$ cat src/rtl/fetch_pkg.sv
// Shared types and defaults for the instruction-fetch sequencer.
package fetch_pkg;

   typedef logic [31:0] addr_t;
   typedef logic [31:0] inst_t;

   // Sequencer states: idle after reset, request issued, awaiting data, holding for decode
   typedef enum logic [1:0] {
      IDLE = 2'd0,
      REQ  = 2'd1,
      WAIT = 2'd2,
      HOLD = 2'd3
   } state_e;

   localparam addr_t       RESET_PC_DEF = 32'h0000_0000;
   localparam int unsigned PC_INC_DEF   = 4;

   // Instruction addresses are always word aligned; low two bits are dropped
   function automatic addr_t align_word(input addr_t a);
      return {a[31:2], 2'b00};
   endfunction

endpackage

$ cat src/rtl/fetch_redirect_sel.sv
// Redirect priority mux: exception/eret beats branch, target forced to a word boundary.
module fetch_redirect_sel
   import fetch_pkg::*;
(
   input  logic  branch_valid_i,
   input  addr_t branch_target_i,
   input  logic  exc_valid_i,
   input  addr_t exc_target_i,
   output logic  redirect_o,
   output addr_t target_o
);

   // Fixed-priority selection of the redirect source
   always_comb begin
      redirect_o = exc_valid_i | branch_valid_i;
      target_o   = align_word(exc_valid_i ? exc_target_i : branch_target_i);
   end

endmodule

$ cat src/rtl/fetch_ctrl.sv
// Instruction-fetch sequencer: owns the PC, issues one outstanding imem request at a
// time, applies redirects, drops stale responses and holds each word for decode.
module fetch_ctrl
   import fetch_pkg::*;
#(
   parameter addr_t       RESET_PC = RESET_PC_DEF,
   parameter int unsigned PC_INC   = PC_INC_DEF
) (
   input  logic  clk,
   input  logic  rst,
   input  logic  stall,
   input  logic  branch_valid,
   input  addr_t branch_target,
   input  logic  exc_valid,
   input  addr_t exc_target,
   output logic  imem_ce,
   output logic  imem_req,
   output addr_t imem_addr,
   input  logic  imem_gnt,
   input  logic  imem_rvalid,
   input  inst_t imem_rdata,
   output logic  inst_valid,
   output addr_t inst_pc,
   output inst_t inst,
   input  logic  id_ready
);

   state_e state_q;
   addr_t  pc_q;
   logic   discard_q;
   logic   inst_valid_q;
   addr_t  inst_pc_q;
   inst_t  inst_q;

   logic   redirect;
   addr_t  target;
   addr_t  pc_inc_d;

   fetch_redirect_sel u_redirect_sel (
      .branch_valid_i  (branch_valid),
      .branch_target_i (branch_target),
      .exc_valid_i     (exc_valid),
      .exc_target_i    (exc_target),
      .redirect_o      (redirect),
      .target_o        (target)
   );

   // Sequential PC step; plain 32-bit add so the top word wraps to zero
   always_comb begin
      pc_inc_d = pc_q + addr_t'(PC_INC);
   end

   // Fetch FSM: state, PC, stale-response flag and the held instruction
   always_ff @(posedge clk or posedge rst) begin
      if (rst) begin
         state_q      <= IDLE;
         pc_q         <= RESET_PC;
         discard_q    <= 1'b0;
         inst_valid_q <= 1'b0;
         inst_pc_q    <= '0;
         inst_q       <= '0;
      end else begin
         case (state_q)
            IDLE: begin
               state_q <= REQ;
               if (redirect) pc_q <= target;
            end
            REQ: begin
               // Address only moves on redirect; a grant in the same cycle means the
               // in-flight response belongs to the old PC and must be dropped.
               if (redirect) pc_q <= target;
               if (imem_gnt) begin
                  state_q   <= WAIT;
                  discard_q <= redirect;
               end
            end
            WAIT: begin
               if (imem_rvalid) begin
                  if (redirect) begin
                     pc_q      <= target;
                     discard_q <= 1'b0;
                     state_q   <= REQ;
                  end else if (discard_q) begin
                     discard_q <= 1'b0;
                     state_q   <= REQ;
                  end else begin
                     inst_q       <= imem_rdata;
                     inst_pc_q    <= pc_q;
                     inst_valid_q <= 1'b1;
                     pc_q         <= pc_inc_d;
                     state_q      <= HOLD;
                  end
               end else if (redirect) begin
                  pc_q      <= target;
                  discard_q <= 1'b1;
               end
            end
            HOLD: begin
               // Redirect wins over both stall and a same-cycle decode accept
               if (redirect) begin
                  inst_valid_q <= 1'b0;
                  pc_q         <= target;
                  state_q      <= REQ;
               end else if (id_ready && !stall) begin
                  inst_valid_q <= 1'b0;
                  state_q      <= REQ;
               end
            end
            default: state_q <= IDLE;
         endcase
      end
   end

   // Outputs come straight from registers or from state decode
   always_comb begin
      imem_ce    = (state_q != IDLE);
      imem_req   = (state_q == REQ);
      imem_addr  = pc_q;
      inst_valid = inst_valid_q;
      inst_pc    = inst_pc_q;
      inst       = inst_q;
   end

endmodule

$ cat config.mk
export PLATFORM = sky130hd
export DESIGN_NAME = fetch_ctrl
export DESIGN_NICKNAME = d
export VERILOG_FILES = /design/src/rtl/fetch_pkg.sv /design/src/rtl/fetch_redirect_sel.sv /design/src/rtl/fetch_ctrl.sv
export SDC_FILE = /design/constraint.sdc
export NUM_CORES = 1
export LEC_CHECK = 0
export CAP_MARGIN = 25
export CORE_MARGIN = 10
export CORE_UTILIZATION = 60
export CTS_CLUSTER_DIAMETER = 150
export CTS_CLUSTER_SIZE = 30
export DETAILED_ROUTE_END_ITERATION = 16
export DONT_BUFFER_PORTS = 1
export HOLD_SLACK_MARGIN = 0.1
export PLACE_DENSITY = 0.76
export SLEW_MARGIN = 20
export SYNTH_ARGS = -nofsm -noshare
export SYNTH_HDL_FRONTEND = slang
export SYNTH_SLANG_ARGS = --single-unit
$ cat constraint.sdc
create_clock -name clk -period 5.95 [get_ports clk]
set_input_delay 0.2975 -clock clk [delete_from_list [all_inputs] [get_ports clk]]
set_output_delay 0.2975 -clock clk [all_outputs]
set_load 0.005 [all_outputs]
After elaboration in Yosys (flattened, before gate mapping)
Index checks and enable logic that the tools add are counted.
W data, S select, Z words.
- bits of input ports: 104
- flip-flop bits (word level): 100
- output and inout port bits: 99
- word-level logic and storage cells: 54
- add/subtract/negate cells: 1
- bitwise logic cells: 3
- muxes and demuxes: 23
- reductions and logical operators: 11
- equality and inequality tests: 10
- operators with widths (kind ; number):
    $mux W32 ; 5
    $pmux W32 S2 ; 1
    $add A32 B3 Y32 const B ; 1
    $mux W2 ; 6
    $mux W1 ; 8
    $pmux W2 S4 ; 1
    $ne A2 B2 Y1 const B ; 3
    $ne A3 B3 Y1 const B ; 2
    $reduce_and A3 Y1 ; 2
    $reduce_bool A2 Y1 ; 3
    $reduce_and A5 Y1 ; 1
    $eq A2 B2 Y1 const B ; 2
    $ne A4 B4 Y1 const B ; 1
    $pmux W1 S2 ; 2
    $reduce_and A4 Y1 ; 1
    $reduce_or A3 Y1 ; 1
    $eq A2 B1 Y1 const B ; 1
    $logic_not A2 Y1 ; 1
    $ne A2 B1 Y1 const B ; 1
    $not A1 Y1 ; 2
    $logic_and A1 B1 Y1 ; 1
    $logic_not A1 Y1 ; 1
    $or A1 B1 Y1 ; 1

Depth between registers and ports, before layout
Gate-level depths: netlist (run 1).
- depth after elaboration: 5
- mapped depth: 8
- gate-level depth less buffers: 7

By module
Synthesis (run 1) repeated with hierarchy kept, for this count alone.
- cell total of the unflattened synthesis: 435
- area, all modules: 4967.3 µm²
- by module, submodules not included (module ; area an instance (µm²) ; seq. area each (µm²) ; times used ; cells each):
    fetch_ctrl ; 4570.6 ; 2502.4 ; 1 ; 398
    fetch_redirect_sel ; 396.6 ; 0.0 ; 1 ; 37

Worst setup path before layout (run 1)
No wires, ideal clock.
- path kind: reg-to-reg
- start: reg state_q[0]
- end: reg pc_q[22], in the netlist imem_addr[22]
- slack: 3668 ps
- cell stages (with the launch flop): 9
- data required time: 5822 ps
- arrival time: 2154 ps
- path buffers: 1
- library setup time: 128 ps
- period minus slack after synthesis: 2282 ps
- cell sequence: dfrtp_1 > inv_1 > ha_1 > nand4_2 > or4b_1 > buf_2 > or3_1 > xor2_1 > o21ai_2
- longest elaborated chain between the ends: 3
- elaborated cells on any way between the ends: 7
- those cells by class: eq/ne: 4; mux: 1; reduce/logical: 2
- ends and longest elaborated chain (what ; line ; text):
    start, declared ; fetch_ctrl.sv:28 ; state_e state_q;
    start signal, assigned ; fetch_ctrl.sv:56 ; state_q <= IDLE;
    start signal, assigned ; fetch_ctrl.sv:65 ; state_q <= REQ;
    start signal, assigned ; fetch_ctrl.sv:73 ; state_q <= WAIT;
    $eq A2 B1 Y1 (tied with other cells) ; fetch_ctrl.sv:63 ; case (state_q)
    $reduce_or A3 Y1 (no source line) ; - ;
    $pmux W32 S2 ; fetch_ctrl.sv:63 ;
    end signal, assigned ; fetch_ctrl.sv:66 ; if (redirect) pc_q <= target;
    end signal, assigned ; fetch_ctrl.sv:71 ; if (redirect) pc_q <= target;
    end signal, assigned ; fetch_ctrl.sv:80 ; pc_q <= target;
    end, declared ; fetch_ctrl.sv:29 ; addr_t pc_q;
Several ways; a longest one is shown, not always the timed one.
A chain may end at the register's enable or synchronous reset.

Worst setup path after layout (run 1)
- start: reg state_q[0]
- end: reg inst_q[6], in the netlist inst[6]
- longest elaborated chain between the ends: 2
- ends and longest elaborated chain (what ; line ; text):
    $eq A2 B2 Y1 ; fetch_ctrl.sv:63 ;
    $reduce_and A4 Y1 (no source line) ; - ;
    end signal, assigned ; fetch_ctrl.sv:87 ; inst_q <= imem_rdata;
    end, declared ; fetch_ctrl.sv:33 ; inst_t inst_q;
No other way between the ends.

==> results by stage, run 1 <==
Final layout:
- The area growth from synthesis to layout is 15.7%.
- Of the cells placed in the final design, the portion with a size suffix greater than 1 is around 20%.
- The area used by sequential logic in the layout is 2500 µm².
- The multi-input combinational cells in the finished layout cover a total of 2090 µm².
- The repair_antennas step left the layout with diodes totalling 0.
- Fill cells in the final layout number 546.
- The core occupancy in the finished layout is 71.2%.
- In the final design database the tool counted around 570 nets.

Placement:
- The routability congestion estimate from global placement is 0.834.
- The HPWL reported at the end of detailed placement is 9490 µm.
- Timing analysis after detailed placement gives a worst setup slack of about 3.1 ns.
- The count of buffers inserted at the top-level ports is 0.

Worst setup path:
- The worst setup path is captured at a flop.
- The critical path data arrival time is ~3.2 ns.
- The worst setup path is launched from a flop.
- The critical path data required time is approximately 6.2 ns.
- Along the worst path, the maximum fanout reaches 42.
- The critical path is of the flop to flop type.

Timing:
- The highest clock frequency the design can meet is 340 MHz.
- The slew of the pin with the lowest slew margin is 0.728 ns.
- The final count of negative-setup-slack endpoints is 0.
- Setup repair after global routing left no endpoint under its margin.
- The count of endpoints failing hold in the final timing report is 0.
- Adding up every negative setup slack in the final design gives 0 ns.
- The routed design could run at a clock period as short as approximately 2.9 ns.
- The setup clock skew after layout is about 0.0096 ns.
- The setup slack of the critical path after layout is 3.01 ns.
- The max-slew violation count is 0.
- The worst pin sits at a relative slew slack of 51.5%.
- The worst path uses about 50% of the clock period.

CTS:
- The worst-skew pair later-pin latency is around 0.36 ns.
- The clock passes through at most 2 buffers.
- TritonCTS built the clock tree.
- Counting the buffers created by CTS gives 9.
- Clock-pin slew was measured on the worst setup and hold paths at approximately 0.10 ns.
- The deepest level of the CTS H-tree is 3.
- Clock tree synthesis selected as its root buffer the cell sky130_fd_sc_hd__clkbuf_8.
- The clock drives 100 sinks.

Power:
- For this design the ratio of total power to cell area is approximately 330 nW/µm².
- The cell leakage power is 2.40 nW.
- The total power of the final layout is 1.78 mW.
- The maximum ir drop on the vdd rail is 0.221 mV.

Logic synthesis:
- sky130_fd_sc_hd__dfrtp_1 is the most common cell in the netlist.
- In this run, synthesis inferred 0 flip-flops with an integrated enable.
- Synthesis handed over a netlist of roughly 420 instances.
- The share of the Yosys chip area taken by registers is 52.9%.
- The net count after synthesis is 527.
- The cell type with the largest total area after synthesis is sky130_fd_sc_hd__dfrtp_1.
- Each instance of the synthesized netlist takes up on average ~11 µm².
- Synthesis instantiated 51 different standard cells from the library.
- After synthesis, the largest area contributor takes up 52.9% of total cell area.
- The synthesized design contains 100 register bits.
- Yosys attributes the largest share of cell area to sky130_fd_sc_hd__dfrtp_1, sky130_fd_sc_hd__mux2_2, sky130_fd_sc_hd__xor2_1.
- By count the netlist is led by sky130_fd_sc_hd__dfrtp_1, sky130_fd_sc_hd__mux2_2, sky130_fd_sc_hd__nand2_1.
- The dominant synthesized flop cell is sky130_fd_sc_hd__dfrtp_1.
- During synthesis, Yosys emitted a total of 0 warnings.
- Counting flops with an async set or reset pin after synthesis yields a share of 100%.
- The summed instance area of the synthesized netlist is roughly 4700 µm².

Floorplan:
- The die covers ~12000 µm².
- The width of the die is between 100 and 150 µm.
- The number of primary I/O pins is 203.
- The floorplan step set the die height to around 110 µm.
- The initial standard-cell utilization of the core is 61.6%.
- After floorplanning, the core was divided into 32 placement rows.
- The core footprint is ~7700 µm².

Job:
- The number of max-cap violations is 0.

Routing:
- The total length of routed met3 wires is approximately 1800 µm.
- The detail route stage leaves a number of antenna-violating nets equal to 0.
- The total DRC errors in the routed layout is 0.
- Wires add up to 13400 µm.
- Dividing the detail-routed via count by the number of cells gives approximately 6.3.
- The routed layout has 3555 vias.
- The length of routed wiring on met1 is roughly 5000 µm.
- Signal routing reaches up to met4.
- The detail-routed net length per standard cell is 23.8 µm.
- Before antenna repair, the detailed router went through 5 iterations.
- Wire segments on met2 add up to approximately 6700 µm in the final route.
- In this run, the number of DRC markers left after iteration 0 of detailed routing was 254.

Global route:
- The maximum number of pins on one net before global-route repair is 59.
- The total overflow left after global routing is 0.
- The initial antenna violation count came to 0.
- The total global routing track utilization is 21.7%.
- The first-pass GRT wire length is 20100 µm.
- The via count of the first global-routing pass is 3607.

Worst hold path:
- The worst hold path belongs to the class input port to flop.

Run status:
- The run finished with clean final reports.
## sequential cells by signal, summed over array words and instances (netlist names)
name / flops
imem_addr: 32
inst_valid: 1
discard_q: 1
inst_pc: 32
inst: 32
state_q: 2
## where the power goes
part | internal (mW) | leakage (nW) | switching, mW
combinational | 0.189 | 1.00 | 0.143
sequential | 0.855 | 1.31 | 0.188
clock | 0.162 | 0.0949 | 0.246
## path summary, 6_finish.rpt
path / from / end / slack [ns] / cells after the start
max in group asynchronous: rst / imem_addr[15] / 4.38 / 3
min: branch_target[28] / imem_addr[28] / 0.1 / 2
min reg2reg: inst_pc[20] / inst_pc[20] / 0.55 / 1
max reg2reg: state_q[0] / inst[6] / 3.01 / 6
max: state_q[0] / inst[6] / 3.01 / 6
min in group asynchronous: rst / inst[10] / 0.45 / 2
## through the flow
| stage | cell area (µm²) | instances | hold slack, ns |
|---|---|---|---|
| floorplan | 4730 | 417 | 0.418 |
| global placement | 4800 | 499 | 0.240 |
| detailed placement | 4800 | 499 | 0.246 |
| CTS | 5440 | 560 | 0.105 |
| global route | 5480 | 564 | 0.104 |
| finish | 5480 | 564 | 0.0976 |
## per-layer routing
layer / up-vias / track usage (%)
met2: 195 / 36.3
met5: - / 0
met4: 0 / 4.80
li1: 1591 / -
met1: 1759 / 25.1
met3: 10 / 9.97
## cell usage in the layout, fill, tap and decap left out, types with 4 or more instances in the layout
cell type / netlist / layout
sky130_fd_sc_hd__dlygate4sd3_1: 0 / 49
sky130_fd_sc_hd__dfrtp_1: 100 / 100
sky130_fd_sc_hd__inv_1: 11 / 10
sky130_fd_sc_hd__buf_4: 0 / 4
sky130_fd_sc_hd__a21oi_1: 20 / 20
sky130_fd_sc_hd__o22ai_1: 9 / 9
sky130_fd_sc_hd__nor3_1: 14 / 14
sky130_fd_sc_hd__xor2_1: 12 / 12
sky130_fd_sc_hd__mux2_2: 64 / 64
sky130_fd_sc_hd__xnor2_1: 6 / 6
sky130_fd_sc_hd__ha_1: 6 / 6
sky130_fd_sc_hd__a22oi_1: 13 / 13
sky130_fd_sc_hd__nor2_1: 18 / 17
sky130_fd_sc_hd__clkbuf_8: 0 / 9
sky130_fd_sc_hd__nand4_1: 8 / 8
sky130_fd_sc_hd__nand3_1: 9 / 9
sky130_fd_sc_hd__o21ai_0: 19 / 19
sky130_fd_sc_hd__nand2_1: 26 / 26
sky130_fd_sc_hd__and3_1: 5 / 5
sky130_fd_sc_hd__and2_1: 6 / 6
## worst max-delay path, cell delays in order, from the launching register on
cell and delay [ns]:
sky130_fd_sc_hd__dfrtp_1 0.45, sky130_fd_sc_hd__inv_1 0.11, sky130_fd_sc_hd__ha_1 0.31, sky130_fd_sc_hd__nand3b_1 0.30, sky130_fd_sc_hd__nor2_4 0.65, sky130_fd_sc_hd__buf_4 0.58
sky130_fd_sc_hd__mux2_2 0.40
## timing repair
item,in CTS,in global routing
buffers inserted,0,0
hold buffers,45,4
resized for setup,0,0
endpoints found under the hold margin,84,3
## cell type report
cell class              instances  area share [%]
clock buffers                  10            2.33
clock inverters                 6            1.05
multi-input cells             281            38.2
flip-flops and latches        100            45.7
well taps                     102            2.33
inverters                      12           0.868
repair buffers                 53            9.50
## cell families (layout without fill, tap and decap cells)
group,after synthesis,count (layout),synth area share [%]
DFF,100,100,52.9
AOI/OAI and AO/OA,85,85,11.4
xor gates and xnor gates,18,18,3.33
muxes,67,67,15.9
and+or+nand+nor,105,105,11.8
buffers and inverters,36,81,3.04
adders and majority gates,6,6,1.59
Note: power is estimated with default switching activity, not from simulation.
==> run 2: changes to the inputs <==
--- a/config.mk
+++ b/config.mk
@@ -5,6 +5,7 @@
 export SDC_FILE = /design/constraint.sdc
 export NUM_CORES = 1
 export LEC_CHECK = 0
+export ABC_AREA = 1
 export CAP_MARGIN = 25
 export CORE_MARGIN = 10
 export CORE_UTILIZATION = 60
==> constraint.sdc (replaced) <==
create_clock -name clk -period 2.95 [get_ports clk]
set_input_delay 0.1475 -clock clk [delete_from_list [all_inputs] [get_ports clk]]
set_output_delay 0.1475 -clock clk [all_outputs]
set_load 0.005 [all_outputs]
==> results by stage, run 2 <==
Placement:
- The count of buffers inserted at the top-level ports came to 0 (unchanged).
- The HPWL reported at the end of detailed placement is 12500 µm (+32%).
- The routability congestion estimate from global placement is 0.943 (+13%).
- The worst slack at placement is 0.684 ns (-2.37 ns).
- The cell count after placement is 783 (+57%).
- The placement-stage cell area is 5610 µm² (+17%).

Routing:
- The total DRC errors in the routed layout is 0 (unchanged).
- The overall routed net length is 18300 µm (+36%).
- The detail-routed net length per standard cell is 20.9 µm (-12%).
- The total number of vias is 5166 (+45%).
- The number of antenna-violating nets in the routed design is 0 (unchanged).
- The number of vias per cell after detailed routing is 5.91 (-6.2%).
- The starting DRC count in detailed routing came to 567 (+120%).
- The detailed-router iteration count before antenna repair is 6 (+1).

Power:
- The total power of the final layout is 3.78 mW (+110%).
- The clock share of power is 23.7% (+0.8 points).
- The net switching power of the design was 1.37 mW (+140%).
- The cell leakage power is 3.21 nW (+34%).
- The relative contribution of combinational cells to total power came to 23.0% (+4.4 points).
- The power per unit of standard cell area is 578 nW/µm² (+77%).
- The internal power is 2.41 mW (+100%).
- The fraction of power consumed by sequential logic is 53.2% (-5.3 points).
- The maximum ir drop on the vdd rail is 0.295 mV (+33%).
- The switching portion of total power is 36.3% (+4.0 points).

Timing:
- The final count of negative-setup-slack endpoints is 0 (unchanged).
- Setup repair after global routing left no endpoint under its margin.
- The max-slew violation count was 0 (unchanged).
- The part of the cycle the worst path needs is 77.7% (+28 points).
- The setup slack of the critical path after layout is 0.659 ns (-2.35 ns).
- The final critical delay including setup and external delays is 2.29 ns (-0.652 ns).
- The worst-case headroom to the max-slew limit came to 31.2% (-20 points).
- The summed negative setup slack over all endpoints was 0 ns (unchanged).
- The slew of the pin with the lowest slew margin is 1.03 ns (+0.304 ns).
- The setup clock skew after layout was 0.0120 ns (+0.00235 ns).
- The highest clock frequency the design can meet is 437 MHz (+28%).
- The count of endpoints failing hold in the final timing report is 0 (unchanged).

Final layout:
- The final non-filler cell total came to 874 (+55%).
- The number of nets in the layout is 865 (+53%).
- In the layout the commonest cells are sky130_fd_sc_hd__nand2_1, sky130_fd_sc_hd__nor2_1, sky130_fd_sc_hd__dfrtp_1, sky130_fd_sc_hd__o21ai_0, sky130_fd_sc_hd__dlygate4sd3_1.
- The design area is 6540 µm² (+19%).
- The ratio of cells with drive above 1 in the final layout is 9.34% (-11 points).
- The final-layout fill cell count is 704 (+29%).
- The library cell used most frequently in the layout, excluding fill and tap cells, is sky130_fd_sc_hd__nand2_1.
- The area growth from synthesis to layout is 17.8%.

CTS:
- The clock tree root driver cell is sky130_fd_sc_hd__clkbuf_8.
- The number of buffers added by the clock tree synthesis step is 9 (unchanged).
- The maximum clock path buffer count is 2 (unchanged).
- The clock-pin transition on the worst setup and hold timing paths is 0.11 ns (about the same).
- The deepest level of the CTS H-tree is 3 (unchanged).
- The clock tree from TritonCTS is done.
- The count of cells resized by post-cts repair is 0 (unchanged).
- The number of clock sinks is 100 (unchanged).
- The worst-skew pair later-pin latency is 0.38 ns (+0.02 ns).

Global route:
- The maximum number of pins on one net before global-route repair came to 84 (+42%).
- The initial antenna violation count is 2 (+2).
- The via count of the first global-routing pass is 4964 (+38%).
- The first-pass GRT wire length is 28200 µm (+40%).
- The total global routing track utilization came to 26.8% (+5.1 points).
- The remaining global-route overflow is 0 (unchanged).

Worst setup path:
- The element type at the critical path end is a flop.
- The kind of cell adding the most delay to the critical path is buffers and inverters.
- The endpoint of the most critical register-to-register path is imem_addr[19].
- The worst setup path is of the flop to flop kind.
- The sum of buffers and inverters on the critical path was 4 (+2).
- The stage delay of the slowest cell on the critical path is 0.44 ns (-0.21 ns).
- The signal on the critical path passes through inv_1 > ha_1 > nand2_1 > inv_2 > nand2_4 > nor2_4 > inv_2 > o21ai_0 > inv_1 > a21oi_1.
- The critical path data arrival time is 2.60 ns (-0.59 ns).
- The launch point of the worst reg-to-reg path is state_q[0].
- The startpoint kind of the worst setup timing path is a flop.
- The count of cells along the worst register-to-register path came to 10 (+4).
- The critical path data required time is 3.26 ns (-2.94 ns).
- The biggest fanout along the worst timing path is 41 (-2.4%).
- The setup slack of the most critical reg-to-reg path was 0.66 ns (-2.35 ns).
- The slowest stage of the critical path belongs to the cell sky130_fd_sc_hd__dfrtp_1.

Logic synthesis:
- The synthesized instance count came to 696 (+67%).
- In the synthesized netlist the dominant register cell turns out to be sky130_fd_sc_hd__dfrtp_1.
- The proportion of synthesized chip area in sequential cells is 45.1% (-7.8 points).
- The number of warnings printed during yosys synthesis is 0 (unchanged).
- The cell with the most instances after synthesis is sky130_fd_sc_hd__nand2_1.
- Yosys attributes the largest share of cell area to sky130_fd_sc_hd__dfrtp_1, sky130_fd_sc_hd__nand2_1, sky130_fd_sc_hd__nor2_1.
- The share of synthesized registers carrying an async set or reset came to 100% (unchanged).
- The number of flops mapped to enable cells by yosys came to 0 (unchanged).
- The net count after synthesis came to 806 (+53%).
- The post-synthesis register bit count is 100 (unchanged).
- Counting instances in the post-synthesis netlist gives the leading cell types as sky130_fd_sc_hd__nand2_1, sky130_fd_sc_hd__dfrtp_1, sky130_fd_sc_hd__nor2_1.
- The share of the synthesized area in the top cell type was 45.1% (-7.8 points).
- The average cell area after synthesis is 7.98 µm² (-30%).
- The summed instance area of the synthesized netlist is 5550 µm² (+17%).
- The count of unique library cells instantiated by Yosys is 36 (-29%).
- Summed over all instances, the cell type with the most area after synthesis is sky130_fd_sc_hd__dfrtp_1.

Job:
- The number of max-cap violations was 0 (unchanged).

Floorplan:
- The initial standard-cell utilization of the core was 61.0% (-0.59 points).
- The width of the die is 116 µm (+6.8%).
- The number of primary I/O pins is 203 (unchanged).
- The die area was 13500 µm² (+14%).
- The number of placement rows is 35 (+9.4%).
- The die extent in y was 116 µm (+6.8%).
- The core footprint is 9110 µm² (+18%).

Worst hold path:
- The min-delay analysis places its worst path in the category input port to flop.
- In this run the most critical hold path is launched from exc_target[26].
- The depth of the worst hold-timing path is 4 (+2).
- The path with the worst hold slack has its endpoint at imem_addr[26].

Run status:
- The flow ran to the end, and the final reports show no timing, DRC or antenna violations.
[run 2: cell count changes in the layout (fill, tap and decap cells not counted), sizes merged, moves of 6 or more]
cell / change
nand2: +126
nor2: +85
inv: +62
nand3: +50
o21ai: +50
mux2: -28
dlygate4sd3: +23
nor3: -13
xor2: -12
a22oi: -9
a31oi: +9
o22ai: -7
xnor2: -6
[run 2: power by group through the flow]
stage	Sequential, mW	Clock (mW)	Combinational, mW
floorplan	1.90	0	0.632
global placement	2.02	0	0.737
detailed placement	2.03	0	0.764
CTS	2.01	0.921	0.854
global route	2.06	0.969	0.982
finish	2.01	0.897	0.871
[run 2: worst max path at each step]
stage                                to  startpoint  slack [ns]  depth (start not counted)
after floorplan               discard_q         rst        0.18                          1
after global placement    imem_addr[16]  state_q[0]        0.72                         10
after detailed placement  imem_addr[16]  state_q[0]        0.68                         10
after CTS                 imem_addr[16]  state_q[0]        0.66                         10
after global routing      imem_addr[19]  state_q[0]        0.41                         10
final                     imem_addr[19]  state_q[0]        0.66                         10
[run 2: worst min-delay path: cells and delay by family]
kind | cells | cell delay, ns
compound gates | 3 | 0.26
buf+inv | 1 | 0.06
[run 2: cell type report]
class	instances	area, µm²	share of cell area (%)
multi-input combinational	492	2620	40.0
tap	111	139	2.12
sequential	100	2500	38.2
antenna	3	7.51	0.115
clock inverter	7	75.1	1.15
timing repair buffer	79	798	12.2
clock buffer	9	124	1.89
inverter	73	280	4.28
[run 2: stage by stage]
step           utilization (%)  hold WS (ns)
2_1_floorplan                -         0.296
3_3_place_gp              61.6         0.299
3_5_place_dp              61.6         0.298
4_1_cts                   71.7         0.101
5_1_grt                   71.8         0.134
6_report                  71.8         0.122
[run 2: repair_timing]
item / in CTS / in global routing
hold buffers: 72 / 0
setup buffers: 0 / 0
endpoints found under the hold margin: 134 / 0
[run 2: per-layer routing]
layer / vias up / global-route usage (%) / share of wire [%]
met5: - / 0 / 0
met4: 0 / 7.67 / 1.7
met3: 29 / 9.14 / 11
met2: 282 / 44.1 / 48
met1: 2447 / 32.8 / 39
li1: 2408 / - / -
[run 2: logic make-up (layout without fill, tap and decap cells)]
family                     after synthesis  count (layout)  synth area share (%)
muxes                                   36              36                  8.92
buffers and inverters                  104             168                  7.91
AOI/OAI and AO/OA                      118             118                  11.5
adders and majority gates                6               6                  1.35
DFF                                    100             100                  45.1
other                                    0               3                     0
and+or+nand+nor                        332             332                  25.3
